## config.mk

```make
export PLATFORM = sky130hd
export DESIGN_NAME = id_scanner
export DESIGN_NICKNAME = d
export VERILOG_FILES = /design/src/rtl/id_scanner.sv
export SDC_FILE = /design/constraint.sdc
export NUM_CORES = 1
export LEC_CHECK = 0
export ABC_AREA = 1
export BUFFER_PORTS_ARGS = -buffer_cell sky130_fd_sc_hd__buf_2
export CAP_MARGIN = 10
export CORE_UTILIZATION = 53
export CTS_CLUSTER_SIZE = 40
export DETAILED_ROUTE_END_ITERATION = 7
export GPL_ROUTABILITY_DRIVEN = 0
export PLACE_DENSITY = 0.79
export SYNTH_ARGS = -nofsm -noshare
export SYNTH_HDL_FRONTEND = slang
export SYNTH_SLANG_ARGS = --single-unit
```

## constraint.sdc

```tcl
create_clock -name clk -period 2.1 [get_ports clk]
set_clock_uncertainty 0.1 [all_clocks]
set_input_delay 0.525 -clock clk [delete_from_list [all_inputs] [get_ports clk]]
set_output_delay 0.525 -clock clk [all_outputs]
set_load 0.01 [all_outputs]
```

## src/rtl/id_scanner.sv

```systemverilog
// id_scanner: streaming identifier recogniser. It consumes one ASCII character
// per valid cycle. It tracks whether the accepted stream ends in letters
// followed by 1..MAX_DIGITS digits, and counts how many such identifiers it has
// recognised. The counter saturates at its maximum value.
// Optional build macro: ID_SCANNER_UNDERSCORE_EN treats '_' (0x5F) as a letter.
module id_scanner #(
    parameter int unsigned MAX_DIGITS = 8,
    parameter int unsigned CNT_W      = 16
) (
    input  logic                                clk,
    input  logic                                reset,
    input  logic [7:0]                          char,
    input  logic                                char_valid,
    output logic                                out,
    output logic [1:0]                          state,
    output logic [$clog2(MAX_DIGITS+1)-1:0]     digit_cnt,
    output logic [CNT_W-1:0]                    match_cnt
);

    localparam int unsigned       DW      = $clog2(MAX_DIGITS + 1);
    localparam logic [DW-1:0]     DIG_MAX = DW'(MAX_DIGITS);
    localparam logic [CNT_W-1:0]  CNT_MAX = '1;

    typedef enum logic [1:0] {
        S_IDLE  = 2'd0,
        S_ALPHA = 2'd1,
        S_DIGIT = 2'd2,
        S_ERR   = 2'd3
    } state_t;

    state_t           cur_state;
    state_t           nxt_state;
    logic [DW-1:0]    dcnt_q;
    logic [DW-1:0]    dcnt_d;
    logic [CNT_W-1:0] mcnt_q;
    logic [CNT_W-1:0] mcnt_d;
    logic             out_q;
    logic             out_d;
    logic             is_letter;
    logic             is_digit;

    // Character classification; anything that is neither letter nor digit is a separator.
    always_comb begin
        is_letter = ((char >= 8'h61) && (char <= 8'h7A)) ||
                    ((char >= 8'h41) && (char <= 8'h5A));
`ifdef ID_SCANNER_UNDERSCORE_EN
        is_letter = is_letter || (char == 8'h5F);
`else
        is_letter = is_letter;
`endif
        is_digit  = (char >= 8'h30) && (char <= 8'h39);
    end

    // Next-state, digit-run and match-count logic; everything holds when char_valid is low.
    always_comb begin
        nxt_state = cur_state;
        dcnt_d    = dcnt_q;
        mcnt_d    = mcnt_q;
        if (char_valid) begin
            case (cur_state)
                S_IDLE: begin
                    if (is_letter) begin
                        nxt_state = S_ALPHA;
                    end else if (is_digit) begin
                        nxt_state = S_ERR;
                    end else begin
                        nxt_state = S_IDLE;
                    end
                    dcnt_d = '0;
                end
                S_ALPHA: begin
                    if (is_letter) begin
                        nxt_state = S_ALPHA;
                        dcnt_d    = '0;
                    end else if (is_digit) begin
                        nxt_state = S_DIGIT;
                        dcnt_d    = DW'(1);
                        if (mcnt_q != CNT_MAX) begin
                            mcnt_d = mcnt_q + 1'b1;
                        end
                    end else begin
                        nxt_state = S_IDLE;
                        dcnt_d    = '0;
                    end
                end
                S_DIGIT: begin
                    if (is_digit) begin
                        if (dcnt_q < DIG_MAX) begin
                            nxt_state = S_DIGIT;
                            dcnt_d    = dcnt_q + 1'b1;
                        end else begin
                            nxt_state = S_ERR;
                            dcnt_d    = '0;
                        end
                    end else if (is_letter) begin
                        nxt_state = S_ALPHA;
                        dcnt_d    = '0;
                    end else begin
                        nxt_state = S_IDLE;
                        dcnt_d    = '0;
                    end
                end
                S_ERR: begin
                    if (is_letter) begin
                        nxt_state = S_ALPHA;
                    end else if (is_digit) begin
                        nxt_state = S_ERR;
                    end else begin
                        nxt_state = S_IDLE;
                    end
                    dcnt_d = '0;
                end
                default: begin
                    nxt_state = S_IDLE;
                    dcnt_d    = '0;
                end
            endcase
        end
        out_d = (nxt_state == S_DIGIT);
    end

    // State and counter registers with synchronous reset; updates gated by char_valid.
    always_ff @(posedge clk) begin
        if (reset) begin
            cur_state <= S_IDLE;
            dcnt_q    <= '0;
            mcnt_q    <= '0;
            out_q     <= 1'b0;
        end else if (char_valid) begin
            cur_state <= nxt_state;
            dcnt_q    <= dcnt_d;
            mcnt_q    <= mcnt_d;
            out_q     <= out_d;
        end
    end

    assign out       = out_q;
    assign state     = cur_state;
    assign digit_cnt = dcnt_q;
    assign match_cnt = mcnt_q;

endmodule

```

==> results.py, run 1 <==
metrics = {
    "run_status": {
        "outcome": "complete, no violations",
    },
    "floorplan": {
        "dieArea_sq_um": 3030,
        "start_util": 0.5809,
        "pin_count": 34,
        "core_region_area_sq_um": 2567,
        "dieHeight_um": 55.05,
        "die_x_um": 55.05,
        "rows": 18,
    },
    "critical_path": {
        "startpoint_type": "flip-flop",
        "critPathKind": "reg2reg",
        "critPathMaxFanout": 16,
        "slowest_delay_ps": 440,
        "cp_slowest_cell": "dfxtp_1",
        "worstPathArrival_ps": 1930,
        "crit_chain": "ha_1 > nand3_2 > nor2_4 > nand4_2 > nand3_4 > buf_4 > xor2_1 > nor2_1",
        "crit_required_ps": 2200,
        "end_kind": "flip-flop",
    },
    "layout": {
        "insertedDiodeCount": 0,
        "finish.instance_area_sq_um": 1689,
        "instances_no_fill": 278,
        "seq_area_sq_um": 460.4,
        "multi_input_area_sq_um": 895.9,
        "fill_cells": 263,
        "drive_above_1_share": 0.2742,
        "area_delta_synth_final_pct": 13.26,
        "final_nets": 265,
        "layout_common_cells": "53 x nand2_1, 33 x buf_2, 24 x inv_1, 24 x nor2_1, 23 x dfxtp_1",
        "post-route-util": 0.6579,
        "final_common_cell": "nand2_1",
    },
    "synth": {
        "ys_seq_area_frac": 0.3087,
        "synthCells": 214,
        "yosysUniqueCellTypes": 26,
        "synth_xor_area_frac": 0.06460,
        "synth_top_cell_area_share": 0.3087,
        "synth-simple-area-share": 0.3691,
        "netlist_area_sq_um": 1491,
        "synth_area_per_cell_sq_um": 6.969,
        "yosysWarnings": 0,
        "yosys.area_share.adder": 0.04195,
        "ys_seq_elements": 23,
        "synth_top_family_by_area": "simple AND/OR/NAND/NOR gates",
        "yosys.area.top_type": "dfxtp_1",
        "synth_mux_area_frac": 0,
        "synth-compound-area-share": 0.1250,
        "syn-num-nets": 230,
        "synthTopCellsByArea": "dfxtp_1 31%, nand2_1 13%, inv_1 6.0%",
    },
    "grt": {
        "grt_pass1_wl_um": 5030,
        "grt.overflow.total": 0,
        "grt_max_degree": 22,
        "track_usage": 0.2277,
        "antenna_found_initial": 0,
        "grt_pass1_vias": 1196,
    },
    "clock_network": {
        "postCtsHoldBufs": 0,
        "cts-buffers-inserted": 3,
        "htreeDepth": 1,
        "cts.sinks": 23,
        "cts_resized": 0,
        "cts_root_buf": "clkbuf_4",
        "cts_tree": "done",
        "worstSkewPairLatency_ps": 310,
        "cts_setup_buffers": 0,
        "clk_pin_slew_worst_paths_ps": 120,
        "clk_path_buf_depth": 2,
    },
    "placed_design": {
        "io_buffers": 33,
        "dpl.cell_count": 274,
        "placed_area_sq_um": 1663,
        "dp_hpwl_um": 2222,
        "dp_slack_ps": 288.4,
    },
    "sta": {
        "layout_min_cycle_time_ps": 1827,
        "finalCritPeriodShare": 0.8701,
        "drv_slew": 0,
        "rsz0062_at_grt": "no",
        "max_slew.worst_pin.slew_ps": 480.3,
        "hold_viol_final": 0,
        "setup-tns-final_ps": 0,
        "fin_ws_ps": 272.8,
        "hold_slack_ps": 369.3,
        "max_freq_ghz": 0.5473,
        "finalSetupViolations": 0,
        "slew_headroom": 0.6798,
    },
    "detailed_routing": {
        "vias": 1390,
        "antenna_left": 0,
        "drt_iter0_markers": 24,
        "wl_um": 2959,
        "drc_errors": 0,
        "firstDrtPassIters": 5,
        "vias_per_cell": 5.000,
        "avgRoutedWirePerCell_um": 10.64,
    },
    "min_path": {
        "hp-class": "reg2reg",
    },
    "power": {
        "vdd_drop_max_mv": 0.3476,
        "power_uw": 690.6,
        "cellPowerDensity_nw_per_um2": 408.9,
        "p_leak_nw": 0.7426,
    },
    "job": {
        "drv_cap": 0,
    },
}
[report_power, final]
group,internal [mW],switching [mW]
Combinational,0.0170,0.0324
Sequential,0.437,0.00145
Clock,0.0743,0.128
Total,0.529,0.162
[critical path, delay by kind of cell, from the launching register on]
kind	cells	cell delay, ps
XOR/XNOR	1	160
adder cells (fa/ha/maj)	1	290
buffers and inverters	1	220
flip-flops	1	440
AND/OR/NAND/NOR	5	500
[registers in the layout (all words and copies together), names as in the netlist]
signal,cells
out,1
state,2
match_cnt,16
digit_cnt,4
[cell usage after synthesis (all sizes together)]
master  instances
ha              5
nand4           2
inv            25
nand3          17
xor2            6
nand2          65
o21a            1
o21ai           6
clkbuf          2
xnor2           5
buf             2
a21oi          20
o31ai           1
nor3            6
dfxtp          23
nor2           28
[cell type report]
cell class,instances,share of cell area
sequential,23,0.2726
multi-input combinational,162,0.5304
inverter,25,0.05704
tap,30,0.02222
clock buffer,4,0.01556
timing repair buffer,34,0.1022
[worst paths after layout]
path | startpoint | end | slack, ps | cells after the start
worst min register to register | out | out | 370 | 2
worst max register to register | match_cnt[0] | match_cnt[0] | 270 | 8
worst max-delay path | match_cnt[0] | match_cnt[0] | 270 | 8
worst min-delay path | out | out | 370 | 2
[layer usage]
| layer | routed length, um | track usage |
|---|---|---|
| met1 | 1547 | 0.3087 |
| met2 | 1285 | 0.3614 |
| met3 | 71 | 0.02459 |
| met4 | 54 | 0.1000 |
| met5 | 0 | 0 |
[cells by family after synthesis]
logic type,after synthesis
and+or+nand+nor,118
buffers and inverters,29
AOI/OAI and AO/OA,28
DFF,23
xor gates and xnor gates,11
adders and majority gates,5
Note: power is estimated with default switching activity, not from simulation.
==> run 2, diff against run 1 <==
--- a/config.mk
+++ b/config.mk
@@ -7,12 +7,11 @@
 export LEC_CHECK = 0
 export ABC_AREA = 1
 export BUFFER_PORTS_ARGS = -buffer_cell sky130_fd_sc_hd__buf_2
-export CAP_MARGIN = 10
-export CORE_UTILIZATION = 53
+export CORE_UTILIZATION = 54
 export CTS_CLUSTER_SIZE = 40
 export DETAILED_ROUTE_END_ITERATION = 7
 export GPL_ROUTABILITY_DRIVEN = 0
-export PLACE_DENSITY = 0.79
+export PLACE_DENSITY = 0.8
 export SYNTH_ARGS = -nofsm -noshare
 export SYNTH_HDL_FRONTEND = slang
 export SYNTH_SLANG_ARGS = --single-unit
==> constraint.sdc (replaced) <==
create_clock -name clk -period 2.3 [get_ports clk]
set_clock_uncertainty 0.1 [all_clocks]
set_input_delay 0.575 -clock clk [delete_from_list [all_inputs] [get_ports clk]]
set_output_delay 0.575 -clock clk [all_outputs]
set_load 0.01 [all_outputs]
==> results.py, run 2 (synthesized netlist as in run 1, its figures left out) <==
metrics = {
    "critical_path": {
        "startpoint_type": "flip-flop",
        "crit_buf_inv": 1,
        "critPathKind": "reg2reg",
        "cp_slowest_cell": "dfxtp_1",
        "crit_required_ps": 2410,
        "slowest_delay_ps": 430,
        "critPathMaxFanout": 17,
        "crit_chain": "ha_1 > nand3_2 > nor2_4 > nand4_2 > nand3_4 > inv_4 > o21ai_0 > a21oi_1",
        "critPathTopFamily": "simple AND/OR/NAND/NOR gates",
        "worstPathArrival_ps": 1970,
        "end_kind": "flip-flop",
    },
    "clock_network": {
        "postCtsHoldBufs": 0,
        "clk_pin_slew_worst_paths_ps": 130,
        "cts.sinks": 23,
        "cts-buffers-inserted": 3,
        "clk_path_buf_depth": 2,
        "cts_tree": "done",
        "worstSkewPairLatency_ps": 310,
        "cts_setup_buffers": 0,
        "cts_resized": 0,
        "htreeDepth": 1,
        "cts_root_buf": "clkbuf_4",
    },
    "grt": {
        "grt_pass1_vias": 1146,
        "grt.overflow.total": 0,
        "grt_max_degree": 18,
        "antenna_found_initial": 0,
        "grt_pass1_wl_um": 5092,
        "track_usage": 0.2317,
    },
    "sta": {
        "finalSetupViolations": 0,
        "hold_viol_final": 0,
        "max_slew.worst_pin.slew_ps": 307.1,
        "rsz0062_at_grt": "no",
        "layout_min_cycle_time_ps": 1853,
        "drv_slew": 0,
        "slew_headroom": 0.7950,
        "max_freq_ghz": 0.5397,
        "finalCritPeriodShare": 0.8056,
        "setup-tns-final_ps": 0,
    },
    "placed_design": {
        "dp_hpwl_um": 2194,
        "io_buffers": 33,
        "dpl.cell_count": 274,
    },
    "power": {
        "power.internal_uw": 484.0,
        "p_sw_uw": 156.4,
        "vdd_drop_max_mv": 0.3074,
        "power_uw": 640.4,
        "switching_share": 0.2442,
        "seqPwrFrac": 0.626,
        "clockPowerShare": 0.301,
        "comb_power_share": 0.073,
        "p_leak_nw": 0.7432,
        "cellPowerDensity_nw_per_um2": 379.1,
    },
    "layout": {
        "final_nets": 265,
        "layout_common_cells": "53 x nand2_1, 33 x buf_2, 24 x inv_1, 24 x nor2_1, 23 x dfxtp_1",
        "largest_register_ffs": 16,
        "insertedDiodeCount": 0,
        "final_common_cell": "nand2_1",
        "fill_cells": 247,
        "drive_above_1_share": 0.2742,
        "area_delta_synth_final_pct": 13.26,
        "instances_no_fill": 278,
    },
    "floorplan": {
        "pin_count": 34,
        "dieHeight_um": 54.56,
        "core_region_area_sq_um": 2545,
        "rows": 18,
        "dieArea_sq_um": 2976,
        "start_util": 0.5860,
        "die_x_um": 54.56,
    },
    "detailed_routing": {
        "avgRoutedWirePerCell_um": 10.76,
        "vias": 1419,
        "wl_um": 2991,
        "drc_errors": 0,
        "firstDrtPassIters": 4,
        "antenna_left": 0,
        "vias_per_cell": 5.104,
        "drt_iter0_markers": 28,
    },
    "min_path": {
        "hp-class": "reg2reg",
    },
    "run_status": {
        "outcome": "complete, no violations",
    },
    "job": {
        "drv_cap": 0,
    },
}
run 2: cell counts in the layout (fill, tap and decap cells not counted):
No cell type changed its count.
run 2: power groups by stage:
stage | clock (mW) | sequential, mW | combinational [mW]
after floorplan | 0 | 0.410 | 0.0268
after global placement | 0 | 0.410 | 0.0452
after detailed placement | 0 | 0.410 | 0.0459
after CTS | 0.194 | 0.401 | 0.0464
after global routing | 0.211 | 0.401 | 0.0531
final | 0.193 | 0.401 | 0.0466
run 2: tightest hold or removal path, cell delays in order (launching register included):
cell     delay, ps
dfxtp_1        330
nand2_1         60
a21oi_1         60
run 2: final cells by class:
cell class              instances  area (sq um)  area share
multi-input cells             162         895.9      0.5304
repair buffers                 34         172.7      0.1022
inverters                      25         96.34     0.05704
flip-flops and latches         23         460.4      0.2726
clock buffers                   4         26.28     0.01556
well taps                      30         37.54     0.02222
run 2: through the flow:
stage               area (sq um)  hold slack (ps)  utilization  setup slack [ps]
finish                      1689            377.0       0.6637             447.2
floorplan                   1491            390.0            -             636.3
detailed placement          1663            364.7       0.6534             278.4
global route                1689            407.0       0.6637             273.7
global placement            1663            351.4       0.6534             348.1
CTS                         1689            383.9       0.6637             439.4
run 2: metal layers:
metal  up-vias  GRT usage  part of all wire
met1       624     0.3438              0.52
met3         5    0.02500             0.047
met4         0    0.05128             0.011
li1        751          -                 -
met2        39     0.3537              0.42
met5         -          0                 0
run 2: path summary, 6_finish.rpt:
kind | from | end | slack (ps) | depth (start not counted)
setup / recovery | match_cnt[0] | match_cnt[15] | 450 | 8
hold / removal | out | out | 380 | 2
setup reg to reg | match_cnt[0] | match_cnt[15] | 450 | 8
hold reg to reg | out | out | 380 | 2
==> run 3, diff against run 2 <==
--- a/config.mk
+++ b/config.mk
@@ -7,11 +7,11 @@
 export LEC_CHECK = 0
 export ABC_AREA = 1
 export BUFFER_PORTS_ARGS = -buffer_cell sky130_fd_sc_hd__buf_2
-export CORE_UTILIZATION = 54
+export CORE_UTILIZATION = 48
 export CTS_CLUSTER_SIZE = 40
 export DETAILED_ROUTE_END_ITERATION = 7
 export GPL_ROUTABILITY_DRIVEN = 0
-export PLACE_DENSITY = 0.8
+export PLACE_DENSITY = 0.75
 export SYNTH_ARGS = -nofsm -noshare
 export SYNTH_HDL_FRONTEND = slang
 export SYNTH_SLANG_ARGS = --single-unit
==> constraint.sdc (replaced) <==
create_clock -name clk -period 1.7 [get_ports clk]
set_clock_uncertainty 0.1 [all_clocks]
set_input_delay 0.425 -clock clk [delete_from_list [all_inputs] [get_ports clk]]
set_output_delay 0.425 -clock clk [all_outputs]
set_load 0.01 [all_outputs]
==> results.py, run 3 (synthesized netlist as in run 1, its figures left out) <==
metrics = {
    "run_status": {
        "outcome": "finished, violations left",
        "violations": "DRC",
    },
    "power": {
        "p_sw_uw": 214.0,
        "comb_power_share": 0.075,
        "p_leak_nw": 0.8176,
        "vdd_drop_max_mv": 0.4795,
        "switching_share": 0.2469,
        "power.internal_uw": 652.8,
        "clockPowerShare": 0.299,
        "seqPwrFrac": 0.625,
        "cellPowerDensity_nw_per_um2": 477.5,
    },
    "detailed_routing": {
        "firstDrtPassIters": 6,
        "vias": 1465,
        "wl_met2_um": 1451,
        "wl_um": 3245,
        "wl_met1_um": 1625,
        "drt_iter0_markers": 80,
        "routed.top_layer": "met4",
        "avgRoutedWirePerCell_um": 11.08,
        "wl_met3_um": 144,
        "vias_per_cell": 5.000,
        "drc_errors": 2,
        "antenna_left": 0,
    },
    "clock_network": {
        "cts-buffers-inserted": 3,
        "cts_root_buf": "clkbuf_4",
        "clk_path_buf_depth": 2,
        "cts_tree": "done",
        "cts.sinks": 23,
        "clk_pin_slew_worst_paths_ps": 130,
        "postCtsHoldBufs": 0,
        "htreeDepth": 1,
        "worstSkewPairLatency_ps": 320,
    },
    "layout": {
        "insertedDiodeCount": 0,
        "final_common_cell": "nand2_1",
        "instances_no_fill": 293,
        "area_delta_synth_final_pct": 21.73,
        "fill_cells": 271,
        "drive_above_1_share": 0.3359,
        "final_nets": 279,
        "largest_register_ffs": 16,
        "layout_common_cells": "53 x nand2_1, 33 x buf_2, 24 x inv_1",
        "post-route-util": 0.6364,
    },
    "sta": {
        "max_slew.worst_pin.slew_ps": 318.8,
        "max_freq_ghz": 0.6340,
        "hold_viol_final": 0,
        "finalCritPeriodShare": 0.9278,
        "slew_headroom": 0.7875,
        "finalSetupViolations": 0,
        "layout_min_cycle_time_ps": 1577,
        "fin_ws_ps": 122.7,
        "drv_slew": 0,
        "hold_slack_ps": 330.8,
    },
    "critical_path": {
        "cp_slowest_cell": "dfxtp_1",
        "worst_path_most_repeated_cell": "nand3_1",
        "critPathMaxFanout": 7,
        "end_kind": "flip-flop",
        "startpoint_type": "flip-flop",
        "worstPathArrival_ps": 1740,
        "critPathKind": "reg2reg",
        "slowest_delay_ps": 490,
        "crit_chain": "nand3_1 > nor2_1 > nand3_1 > xor2_1 > nand2_2 > a21oi_2",
        "crit_required_ps": 1860,
    },
    "floorplan": {
        "pin_count": 34,
        "rows": 19,
        "dieArea_sq_um": 3334,
        "dieHeight_um": 57.74,
        "start_util": 0.5228,
        "core_region_area_sq_um": 2853,
        "die_x_um": 57.74,
    },
    "grt": {
        "track_usage": 0.2071,
        "grt_pass1_vias": 1255,
        "grt.overflow.total": 0,
        "antenna_found_initial": 0,
        "grt_max_degree": 16,
        "grt_pass1_wl_um": 5409,
    },
    "job": {
        "drv_cap": 0,
    },
    "placed_design": {
        "io_buffers": 33,
        "dp_hpwl_um": 2466,
        "dpl.cell_count": 289,
        "dp_slack_ps": 6.071,
    },
    "min_path": {
        "hp-class": "in2reg",
    },
}
==> run 3: changes by cell type in the layout (fill, tap and decap cells not counted), sizes merged <==
cell and delta:
buf +14, clkbuf -1, clkinv +1
==> run 3: critical path, delay by kind of cell (launching register included) <==
family	cells	cell delay [ps]
flip-flops	1	490
XOR/XNOR	1	180
AND/OR/NAND/NOR	4	630
AO/OA/AOI/OAI	1	110
==> run 3: final cells by class <==
cell class / count / area (sq um) / share of cell area
repair buffers: 48 / 277.8 / 0.1530
inverters: 25 / 96.34 / 0.05307
clock inverters: 1 / 5.005 / 0.002757
flip-flops and latches: 23 / 464.2 / 0.2557
multi-input cells: 162 / 910.9 / 0.5017
well taps: 31 / 38.79 / 0.02136
clock buffers: 3 / 22.52 / 0.01241
==> run 3: per-layer routing <==
metal	vias up	global-route usage
li1	773	-
met1	658	0.2659
met3	2	0.05357
met4	0	0.07143
met5	-	0
met2	32	0.3389
==> run 3: worst paths after layout <==
check / startpoint / end / slack, ps / cells past startpoint
setup / recovery: match_cnt[2] / match_cnt[13] / 120 / 6
hold / removal: char_valid / state[0] / 330 / 3
setup reg to reg: match_cnt[2] / match_cnt[13] / 120 / 6
hold reg to reg: out / out / 370 / 2
==> run 3: power by group through the flow <==
stage,combinational [mW],clock [mW],sequential [mW]
2_1_floorplan,0.0362,0,0.555
3_3_place_gp,0.0638,0,0.554
3_5_place_dp,0.0653,0,0.554
4_1_cts,0.0655,0.266,0.542
5_1_grt,0.0737,0.285,0.543
6_report,0.0651,0.260,0.542
==> run 3: repair_timing <==
item / CTS / global route
setup buffers: 0 / 0
resized for setup: 0 / 6
endpoints found under the setup margin: 0 / 11
==> run 3: per-stage QoR <==
stage | area (sq um) | setup TNS [ps] | total power, mW
6_report | 1815 | 0 | 0.8669
5_1_grt | 1815 | -0.2556 | 0.9016
4_1_cts | 1797 | 0 | 0.8743
3_5_place_dp | 1769 | 0 | 0.6195
3_3_place_gp | 1769 | 0 | 0.6180
2_1_floorplan | 1491 | 0 | 0.5910
